$ cat src/rtl/fetch_pkg.sv
// Shared types and constants for the instruction fetch unit and its program counter.
package fetch_pkg;

    typedef enum logic [2:0] {
        IDLE,
        REQ,
        WAIT,
        LOAD,
        FAULT
    } fetch_state_t;

    localparam logic [1:0]  IR_CTRL_HOLD     = 2'b00;
    localparam logic [1:0]  IR_CTRL_LOAD     = 2'b01;
    localparam logic [1:0]  IR_CTRL_CLEAR    = 2'b10;
    localparam logic [31:0] DEFAULT_RESET_PC = 32'h0000_0000;

endpackage

$ cat src/rtl/program_counter.sv
// Program counter register with a redirect load port and a +4 increment port.
module program_counter
    import fetch_pkg::*;
#(
    parameter logic [31:0] RESET_PC = DEFAULT_RESET_PC
) (
    input  logic        clk,
    input  logic        reset,
    input  logic        load,
    input  logic        inc,
    input  logic [31:0] pc_next,
    output logic [31:0] pc,
    output logic [31:0] pc_plus4
);

    logic [31:0] pc_q;

    // Natural 32-bit wrap takes 32'hFFFF_FFFC to 0.
    assign pc_plus4 = pc_q + 32'd4;
    assign pc       = pc_q;

    always_ff @(posedge clk or posedge reset) begin
        if (reset) begin
            pc_q <= RESET_PC;
        end else if (load) begin
            pc_q <= pc_next;
        end else if (inc) begin
            pc_q <= pc_plus4;
        end
    end

endmodule

$ cat src/rtl/instruction_fetch_unit.sv
// Multicycle fetch: requests the word at PC, buffers the response and issues one IR load.
module instruction_fetch_unit
    import fetch_pkg::*;
#(
    parameter logic [31:0] RESET_PC = DEFAULT_RESET_PC
) (
    input  logic        clk,
    input  logic        reset,
    input  logic        fetch_start,
    input  logic        pc_load,
    input  logic [31:0] pc_next,
    output logic [31:0] pc_out,
    output logic [31:0] pc_plus4,
    output logic        mem_req,
    output logic [31:0] mem_addr,
    input  logic        mem_ready,
    input  logic        mem_rvalid,
    input  logic [31:0] mem_rdata,
    output logic [31:0] instr_data,
    output logic [1:0]  ir_control,
    output logic        fetch_done,
    output logic        fetch_fault,
    output logic        busy
);

    fetch_state_t state_q, state_d;
    logic [31:0]  instr_buf_q, instr_buf_d;
    logic         fault_seen_q;
    logic         pc_load_en;
    logic         pc_inc;

    program_counter #(
        .RESET_PC (RESET_PC)
    ) u_program_counter (
        .clk      (clk),
        .reset    (reset),
        .load     (pc_load_en),
        .inc      (pc_inc),
        .pc_next  (pc_next),
        .pc       (pc_out),
        .pc_plus4 (pc_plus4)
    );

    always_ff @(posedge clk or posedge reset) begin
        if (reset) begin
            state_q      <= IDLE;
            instr_buf_q  <= 32'h0;
            fault_seen_q <= 1'b0;
        end else begin
            state_q      <= state_d;
            instr_buf_q  <= instr_buf_d;
            fault_seen_q <= (state_q == FAULT);
        end
    end

    always_comb begin
        state_d     = state_q;
        instr_buf_d = instr_buf_q;
        pc_load_en  = 1'b0;
        pc_inc      = 1'b0;
        unique case (state_q)
            IDLE: begin
                // A redirect wins over a simultaneous fetch request, which is dropped.
                if (pc_load) begin
                    pc_load_en = 1'b1;
                end else if (fetch_start) begin
                    state_d = (pc_out[1:0] == 2'b00) ? REQ : FAULT;
                end
            end
            REQ: begin
                if (mem_ready) begin
                    state_d = WAIT;
                end
            end
            WAIT: begin
                if (mem_rvalid) begin
                    instr_buf_d = mem_rdata;
                    state_d     = LOAD;
                end
            end
            LOAD: begin
                pc_inc  = 1'b1;
                state_d = IDLE;
            end
            FAULT: begin
                if (pc_load) begin
                    pc_load_en = 1'b1;
                    state_d    = IDLE;
                end
            end
            default: state_d = IDLE;
        endcase
    end

    always_comb begin
        ir_control = IR_CTRL_HOLD;
        if (reset) begin
            ir_control = IR_CTRL_CLEAR;
        end else if (state_q == LOAD) begin
            ir_control = IR_CTRL_LOAD;
        end else if (state_q == FAULT && !fault_seen_q) begin
            ir_control = IR_CTRL_CLEAR;
        end
    end

    assign mem_req     = (state_q == REQ) && !reset;
    assign mem_addr    = pc_out;
    assign instr_data  = instr_buf_q;
    assign fetch_done  = (state_q == LOAD);
    assign fetch_fault = (state_q == FAULT);
    assign busy        = (state_q != IDLE) && (state_q != FAULT);

endmodule

$ cat config.mk
export PLATFORM = sky130hd
export DESIGN_NAME = instruction_fetch_unit
export DESIGN_NICKNAME = d
export VERILOG_FILES = /design/src/rtl/fetch_pkg.sv /design/src/rtl/program_counter.sv /design/src/rtl/instruction_fetch_unit.sv
export SDC_FILE = /design/constraint.sdc
export NUM_CORES = 1
export LEC_CHECK = 0
export CORE_MARGIN = 2
export CORE_UTILIZATION = 40
export DETAILED_ROUTE_END_ITERATION = 7
export PLACE_DENSITY = 0.81
export RECOVER_POWER = 100
export SLEW_MARGIN = 20
export SYNTH_ARGS = -nofsm -noshare
export SYNTH_HDL_FRONTEND = slang
export SYNTH_SLANG_ARGS = --single-unit
$ cat constraint.sdc
create_clock -name clk -period 2.8 [get_ports clk]
set_input_delay 0.56 -clock clk [delete_from_list [all_inputs] [get_ports clk]]
set_output_delay 0.56 -clock clk [all_outputs]
set_load 0.02 [all_outputs]
==> results of run 1 <==
## per-stage QoR
step | instance area (um2) | utilization, % | std cells | TNS, ps
2_1_floorplan | 3940 | - | 398 | 0
3_3_place_gp | 6150 | 63.8 | 724 | 0
3_5_place_dp | 6150 | 63.8 | 724 | 0
4_1_cts | 6330 | 65.7 | 740 | 0
5_1_grt | 6260 | 65.0 | 741 | -17.0
6_report | 6260 | 65.0 | 741 | 0
## sequential cells by signal, summed over array words and instances (netlist names)
signal	flops
instr_data	32
u_program_counter.pc	32
state_q	3
fault_seen_q	1
## worst min path at each step
stage,endpoint,cells after the start
after floorplan,state_q[1],2
after global placement,instr_data[8],1
after detailed placement,instr_data[30],1
after CTS,instr_data[30],1
after global routing,instr_data[7],1
final,instr_data[7],1
## routing by layer
metal  vias to the layer above  track usage, %  share of wire [%]
met3                        23            5.38                8.6
met4                         0            9.72                1.8
met2                       200            37.9                 48
met5                         -               0                  0
li1                       1765               -                  -
met1                      1722            27.8                 42
## kinds of logic after synthesis
| family | synth area share (%) |
|---|---|
| multiplexers | 9.41 |
| XOR/XNOR | 9.35 |
| flip-flops | 43.3 |
| AO/OA/AOI/OAI | 8.17 |
| adder cells (fa/ha/maj) | 0.318 |
| AND/OR/NAND/NOR | 19.9 |
| buffers and inverters | 9.61 |
## power by group
group,switching [mW],internal [mW]
Combinational,2.66,2.13
Sequential,0.384,1.47
Clock,0.357,0.407
## cell type report
type	count	area share (%)
repair buffers	249	36.5
multi-input cells	267	30.1
flip-flops and latches	68	27.2
well taps	133	2.66
clock buffers	11	2.10
clock inverters	4	0.819
inverters	9	0.599
## critical path, delay by kind of cell (launching register included)
kind | cells | cell delay, ps
simple gates | 3 | 770
xor+xnor | 1 | 150
flops | 1 | 350
buf+inv | 3 | 530
## placed cells by master (no fill, tap or decap), types with 4 or more instances in the layout
cell             instances
inv_1                    8
clkbuf_1                 5
and3_1                   5
clkdlybuf4s50_1         72
nand3_1                 18
nand2_1                 48
a221o_1                  4
a21oi_1                  5
buf_4                   44
xor2_1                  19
nand4_1                  9
nor3_1                   8
xnor2_1                 23
mux2_2                  32
dlygate4sd3_1          106
clkbuf_8                 9
nor2_1                  22
a22oi_1                  5
o21ai_0                 20
dfrtp_1                 68
dlygate4sd2_1           11
clkbuf_2                12
## timing repair
action	4_1_cts	5_1_grt
buffers inserted	1	1
cloned	0	0
pin swaps	1	3
gates resized for setup	25	30
setup endpoints to repair	22	13
==> metrics.md, run 1 <==
| Metric | Value |
|---|---|
| H-tree Lvls | 3 |
| I/O pins | 204 |
| Fmax | 0.371 GHz |
| Grt ovf | 0 |
| Fillers | 821 |
| HPWL after detailed placement | 9230 um |
| WP data required | 2240 ps |
| WL/cell | 16.5 um |
| Largest cells by area after synthesis | dfrtp_1, mux2_2, buf_4, xnor2_1, nand2_1 |
| IO buf count | 203 |
| Initial core utilization | 40.8% |
| RSZ-0062 raised after global routing | yes |
| Final #Nets | 675 |
| Most frequent cell after synthesis | dfrtp_1 |
| CTS Buf Count | 9 |
| Core area | 9640 um2 |
| CP endpoint | pc_plus4[27] |
| R2R Path End | instr_data[0] |
| CP max stage delay | 380 ps |
| DR iter-0 viols | 137 |
| Crit share post-route | 96.3% |
| Crit-path most repeated cell | buf_4 |
| Leak | 2.73 nW |
| Async S/R FF share, synth | 100% |
| Fin worst setup slack | 103 ps |
| Post-synthesis sequential area ratio | 43.3% |
| PD cells | 1180 nW/um2 |
| Worst slew pin tran | 1680 ps |
| Crit path launch type | register |
| Syn Nets | 469 |
| DRT Pass-1 Iters | 4 |
| WL final | 12200 um |
| Min-delay worst type | register to register |
| Register-to-register setup slack | 740 ps |
| FP Rows | 36 |
| Critical Path Fanout Max | 5 |
| Top cell type's share of synthesized area | 43.3% |
| Main synth FF type | dfrtp_1 |
| Worst rel slew slack | -11.9% |
| Die W | 103 um |
| Total of max-cap violations | 1 |
| Clock sink count | 68 |
| Hold Buf Count CTS | 0 |
| Slew Viols, Final | 69 |
| Sequential cell area | 1700 um2 |
| Max VDD drop | 588 uV |
| Clock Pin Slew Worst Setup and Hold Paths | 70 ps |
| Post-synth EDFFs | 0 |
| Syn Area/Cell | 9.88 um2 |
| Largest area contributor in the netlist | dfrtp_1 |
| CTS tree | yes |
| Area of the multi-input gates | 1890 um2 |
| Die area | 10600 um2 |
| List of most frequent post-synthesis cells | dfrtp_1, nand2_1, buf_4 |
| Violated checks | max-capacitance violations, max-slew violations |
| Synth unique cells | 49 |
| Fraction of layout cells with a size suffix above 1 | 19.9% |
| # diodes | 0 |
| Gr usage total | 22.6% |
| GP Congestion | 0.905 |
| Worst Hold Launch | instr_data[7] |
| Mapped Area | 3930 um2 |
| Crit path max-delay cell type | or3_4 |
| CP Class | register to output pin |
| Min cycle time layout | 2700 ps |
| Reg2reg path depth | 4 |
| Clock buffer depth | 2 |
| Worst EP arrival | 2140 ps |
| Crit path capture type | output pin |
| Post-route ant nets | 0 |
| Worst R2R Start | state_q[0] |
| Overall Power | 7.41 mW |
| Vias per std cell | 5.01 |
| Layout area overhead | 59.3% |
| DRC | 0 |
| Outcome | finished with violations |
| DR vias | 3710 |
| Largest net degree at the start of global routing | 69 |
| Clk_skew | 12.8 ps |
| Crit. Startpoint | u_program_counter.pc[2] |
| Yosys warns | 0 |
| Fin. Hold Viols | 0 |
| Die Y | 103 um |
| Mapped Cells | 398 |
| Initial antenna violation count | 0 |
| Final setup viols | 0 |
| Final hold slack | 501 ps |
| Pre-CTS setup slack | 109 ps |
| First-pass GRT wire length | 18500 um |
| Synthesis-stage register bit count | 68 |
| Cells along the critical path | buf_4, nand4_1, buf_4, or3_4, nor3_4, xnor2_1, buf_4 |
| CTS root buffer | clkbuf_8 |
| Vias in the first global route | 3752 |
| Worst-Skew Late Latency | 340 ps |
No activity file was read; power rests on OpenSTA's default activity.
==> run 2: changes to the inputs <==
--- a/config.mk
+++ b/config.mk
@@ -5,8 +5,9 @@
 export SDC_FILE = /design/constraint.sdc
 export NUM_CORES = 1
 export LEC_CHECK = 0
-export CORE_MARGIN = 2
+export CAP_MARGIN = 10
 export CORE_UTILIZATION = 40
+export CTS_CLUSTER_DIAMETER = 150
 export DETAILED_ROUTE_END_ITERATION = 7
 export PLACE_DENSITY = 0.81
 export RECOVER_POWER = 100
==> run 2 against run 1 <==
  * The run still ends with max-capacitance violations, max-slew violations left
  * Final cell count decreased by 0.67%
  * Register-to-register slack got worse by 80 ps
  * Count of clock-buffer cells in the layout decreased by 1
  * Final area increased by 0.52%
  * Core utilization increased by 2.2 points
  * Routed wire length about the same
  * Flip-flop and latch count unchanged
  * Combinational power increased by 4.8%
  * Sequential power about the same
  * Worst setup slack got worse by 6.8 ps
  * Largest cell class unchanged
==> metrics.md, run 2 (same netlist as run 1, synthesis figures left out) <==
| Metric | Value |
|---|---|
| Violated checks | max-capacitance violations, max-slew violations |
| Crit path launch type | register |
| CP max stage delay | 430 ps |
| CTS root buffer | clkbuf_8 |
| DR iter-0 viols | 131 |
| Grt ovf | 0 |
| Clock power share | 9.8% |
| Largest net degree at the start of global routing | 69 |
| Worst rel slew slack | -11.1% |
| Die Y | 101 um |
| CTS Buf Count | 9 |
| Fillers | 765 |
| Sw frac | 45.4% |
| Min cycle time layout | 2700 ps |
| Max VDD drop | 724 uV |
| Worst Hold Launch | instr_data[16] |
| Vias per std cell | 5.15 |
| Crit. Startpoint | u_program_counter.pc[3] |
| CTS tree | yes |
| Layout Utilization | 67.2% |
| H-tree Lvls | 3 |
| Cell family with most CP delay | simple AND/OR/NAND/NOR gates |
| Area of the multi-input gates | 1890 um2 |
| GP Congestion | 0.881 |
| Fmax | 0.370 GHz |
| Psw | 3.46 mW |
| Crit path max-delay cell type | dfrtp_2 |
| First-pass GRT wire length | 18900 um |
| Post-route ant nets | 0 |
| Gr usage total | 23.9% |
| Crit path capture type | output pin |
| Clk_skew | 9.97 ps |
| IO buf count | 203 |
| FP Rows | 35 |
| Initial core utilization | 42.0% |
| Vias in the first global route | 3821 |
| Hold Path Stages | 1 |
| Reg power frac | 24.3% |
| Critical Path Fanout Max | 6 |
| Worst EP arrival | 2140 ps |
| Layout area overhead | 60.1% |
| Fin. Hold Viols | 0 |
| WL/cell | 16.6 um |
| DRC | 0 |
| Worst-Skew Late Latency | 330 ps |
| Internal | 4.16 mW |
| Overall Power | 7.62 mW |
| Total of max-cap violations | 1 |
| R2R Path End | u_program_counter.pc[10] |
| Final #Nets | 673 |
| Outcome | finished with violations |
| Initial antenna violation count | 0 |
| Clock Pin Slew Worst Setup and Hold Paths | 70 ps |
| Commonest non-fill, non-tap cell in the layout | clkdlybuf4s50_1 |
| Die area | 10200 um2 |
| Clock buffer depth | 2 |
| Crit share post-route | 96.6% |
| Clock sink count | 68 |
| Fraction of layout cells with a size suffix above 1 | 19.4% |
| CP Class | register to output pin |
| Final setup viols | 0 |
| Leak | 2.69 nW |
| Final hold slack | 501 ps |
| Reg2reg path depth | 6 |
| RSZ-0062 raised after global routing | yes |
| Gate power share | 65.9% |
| Hold Buf Count CTS | 0 |
| # diodes | 0 |
| WHS Endpoint | instr_data[16] |
| DRT Pass-1 Iters | 4 |
| Sequential cell area | 1700 um2 |
| Core area | 9370 um2 |
| WL final | 12200 um |
| Die W | 101 um |
| HPWL after detailed placement | 9310 um |
| Register-to-register setup slack | 660 ps |
| Slew Viols, Final | 69 |
| Cells along the critical path | ha_1, nand3_2, nor3_4, nor4b_4, buf_4, xor2_1, clkdlybuf4s15_2 |
| Worst R2R Start | state_q[2] |
| Most frequent cells in the layout | clkdlybuf4s50_1, dfrtp_1, nand2_1 |
| WP data required | 2240 ps |
| Worst slew pin tran | 1670 ps |
| I/O pins | 204 |
| CP bufs+invs | 2 |
| PD cells | 1210 nW/um2 |
| DR vias | 3790 |
| Min-delay worst type | register to register |
[run 2: changes by cell type in the layout (fill, tap and decap cells not counted), sizes merged]
cell | before | now
dlymetal6s2s | 0 | 2
buf | 44 | 41
bufinv | 1 | 0
clkinvlp | 2 | 4
dlygate4sd3 | 106 | 36
clkdlybuf4s15 | 1 | 4
clkbuf | 26 | 17
dlygate4sd2 | 11 | 15
inv | 8 | 9
clkdlybuf4s50 | 72 | 142
[run 2: worst max-delay path by stage]
stage | endpoint | slack, ps | depth (start not counted)
after global routing | pc_plus4[28] | -70 | 7
after detailed placement | pc_plus4[28] | 30 | 7
after CTS | pc_plus4[28] | 5 | 6
after floorplan | ir_control[1] | 150 | 2
final | pc_plus4[28] | 100 | 7
after global placement | pc_plus4[28] | 130 | 6
[run 2: final cells by class]
cell class	instances	share of cell area [%]
timing repair buffer	247	36.9
multi-input combinational	267	29.9
sequential	68	27.0
tap	129	2.56
clock buffer	10	2.19
clock inverter	6	0.775
inverter	9	0.596
[run 2: repair_timing]
item	CTS	global route
pin swaps	2	1
resized for setup	29	17
cloned	0	0
setup buffers	1	2
setup endpoints to repair	23	13
[run 2: routing by layer]
metal,GRT usage (%),vias up,share of wire [%]
li1,-,1753,-
met1,27.3,1807,38
met2,43.5,207,51
met3,5.38,23,9.0
met4,8.47,0,1.7
met5,0,-,0
[run 2: power groups by stage]
| stage | Clock [mW] | Combinational (mW) | Sequential, mW |
|---|---|---|---|
| after floorplan | 0 | 2.24 | 2.50 |
| after global placement | 0 | 5.18 | 1.84 |
| after detailed placement | 0 | 5.24 | 1.88 |
| after CTS | 0.764 | 5.15 | 1.86 |
| after global routing | 0.810 | 5.31 | 1.92 |
| final | 0.744 | 5.02 | 1.85 |
[run 2: stage by stage]
stage	cell area, um2	setup TNS, ps	setup slack [ps]	cells
after floorplan	3940	0	145	398
after global placement	6110	0	132	717
after detailed placement	6110	0	25.2	717
after CTS	6290	0	4.99	734
after global routing	6300	-94.9	-65.9	736
final	6300	0	96.2	736
==> run 3: changes to the inputs <==
==> constraint.sdc (replaced) <==
create_clock -name clk -period 2.5 [get_ports clk]
set_input_delay 0.5 -clock clk [delete_from_list [all_inputs] [get_ports clk]]
set_output_delay 0.5 -clock clk [all_outputs]
set_load 0.02 [all_outputs]
==> run 3 against run 2 <==
  * Final cell count is 5.6% higher
  * Largest cell class unchanged
  * Flip-flop and latch count stayed put
  * Sequential share of layout area is 1.9 points lower
  * Worst setup slack worse by 160 ps
  * The flow finishes with violations (max-slew violations, negative setup slack)
  * Critical path depth is 1 lower
  * Power is 21% higher
  * Clock power is 61% higher
==> metrics.md, run 3 (same netlist as run 1, synthesis figures left out) <==
| Metric | Value |
|---|---|
| Violated checks | max-slew violations, negative setup slack |
| Layout Utilization | 72.2% |
| CP Class | register to output pin |
| Final #Nets | 714 |
| DR iter-0 viols | 167 |
| Worst Hold Launch | instr_data[9] |
| Commonest non-fill, non-tap cell in the layout | clkdlybuf4s50_1 |
| CTS tree | yes |
| Core area | 9370 um2 |
| Cells along the critical path | nand4_4, buf_12, nor4_4, nand3_1, xnor2_1, buf_4 |
| Clock Pin Slew Worst Setup and Hold Paths | 80 ps |
| Min cycle time layout | 2560 ps |
| Final setup viols | 6 |
| Max VDD drop | 762 uV |
| DR vias | 3951 |
| Fin worst setup slack | -64.4 ps |
| Post-route ant nets | 0 |
| Total of max-cap violations | 0 |
| Fin. Hold Viols | 0 |
| Layout area overhead | 72.0% |
| FP Rows | 35 |
| Critical Path Fanout Max | 6 |
| Crit path launch type | register |
| IO buf count | 203 |
| PD cells | 1360 nW/um2 |
| Outcome | finished with violations |
| Hold Path Stages | 1 |
| GP Congestion | 0.892 |
| WL final | 13300 um |
| CP bufs+invs | 2 |
| Most frequent cells in the layout | clkdlybuf4s50_1, buf_4, dfrtp_1 |
| DRC | 0 |
| CP max stage delay | 400 ps |
| WP data required | 2000 ps |
| Initial core utilization | 42.0% |
| Worst EP arrival | 2060 ps |
| Initial antenna violation count | 0 |
| Grt ovf | 0 |
| Worst R2R Start | state_q[1] |
| Cell family with most CP delay | simple AND/OR/NAND/NOR gates |
| R2R Path End | u_program_counter.pc[10] |
| DRT Pass-1 Iters | 5 |
| Pre-CTS setup slack | -74.7 ps |
| H-tree Lvls | 3 |
| Worst rel slew slack | -0.197% |
| Fraction of layout cells with a size suffix above 1 | 28.9% |
| Die Y | 101 um |
| I/O pins | 204 |
| Min-delay worst type | register to register |
| Reg2reg path depth | 6 |
| Die area | 10200 um2 |
| Worst-Skew Late Latency | 350 ps |
| Clock buffer depth | 2 |
| Fmax | 0.390 GHz |
| CTS root buffer | clkbuf_8 |
| Crit share post-route | 103% |
| Gr usage total | 25.0% |
| DP Area | 6300 um2 |
| Worst slew pin tran | 1500 ps |
| Largest net degree at the start of global routing | 69 |
| Leak | 2.98 nW |
| Vias in the first global route | 3973 |
| Clock sink count | 68 |
| Die W | 101 um |
| # diodes | 0 |
| Post-route cell area | 6770 um2 |
| Vias per std cell | 5.08 |
| Hold Buf Count CTS | 0 |
| Register-to-register setup slack | 410 ps |
| Clk_skew | 8.84 ps |
| Crit path max-delay cell type | dfrtp_1 |
| CTS Buf Count | 9 |
| HPWL after detailed placement | 9530 um |
| WHS Endpoint | instr_data[9] |
| RSZ-0062 raised after global routing | yes |
| Setup TNS | -174 ps |
| Crit path capture type | output pin |
| WL/cell | 17.1 um |
| First-pass GRT wire length | 19600 um |
| Slew Viols, Final | 53 |
==> run 3: cell count changes in the layout (fill, tap and decap cells not counted), sizes merged <==
cell / before / now
clkinv: 2 / 1
bufinv: 0 / 4
dlygate4sd2: 15 / 2
clkbuf: 17 / 18
inv: 9 / 8
clkdlybuf4s50: 142 / 126
clkinvlp: 4 / 2
dlygate4sd3: 36 / 50
dlymetal6s2s: 2 / 1
buf: 41 / 100
clkdlybuf4s15: 4 / 1
==> run 3: worst max path at each step <==
stage	from	to	cells after the start
CTS	u_program_counter.pc[3]	pc_plus4[20]	7
finish	u_program_counter.pc[12]	pc_plus4[20]	6
detailed placement	u_program_counter.pc[3]	pc_plus4[20]	7
floorplan	u_program_counter.pc[3]	pc_plus4[28]	5
global placement	u_program_counter.pc[8]	pc_plus4[29]	7
global route	u_program_counter.pc[3]	pc_plus4[23]	8
==> run 3: cell type report <==
class,count,area (um2)
Inverter,9,37.5
Tap cell,129,161
Clock buffer,10,128
Multi-Input combinational cell,267,1990
Sequential cell,68,1700
Timing Repair Buffer,288,2610
Fill cell,673,2610
Clock inverter,6,136
==> run 3: routing by layer <==
| metal | routed length [um] | global-route usage, % |
|---|---|---|
| met4 | 378 | 9.36 |
| met2 | 6840 | 46.6 |
| met5 | 0 | 0 |
| met1 | 5150 | 27.5 |
| met3 | 908 | 6.00 |
==> run 3: stage by stage <==
stage	total power, mW	hold WS [ps]	instances
2_1_floorplan	5.32	605	398
3_3_place_gp	7.98	487	741
3_5_place_dp	8.09	494	741
4_1_cts	9.30	512	767
5_1_grt	9.70	514	777
6_report	9.21	500	777
==> run 3: worst register-to-register path: stages (launching register included) <==
cell and delay [ps]:
dfrtp_1 480, nand3b_1 230, inv_1 120, buf_4 220, nor2_1 590, o21ai_0 200, o311ai_0 140
==> run 3: timing repair <==
| item | 4_1_cts | 5_1_grt |
|---|---|---|
| endpoints found under the hold margin | 0 | 0 |
| setup endpoints to repair | 26 | 24 |
| cloned | 0 | 0 |
| gates resized for setup | 106 | 39 |
| setup buffers | 10 | 11 |
| pin swaps | 10 | 19 |
==> run 3: where the power goes <==
group	internal, mW	switching, mW
clock network	0.766	0.430
registers	1.65	0.401
logic	2.80	3.18
total	5.21	4.01
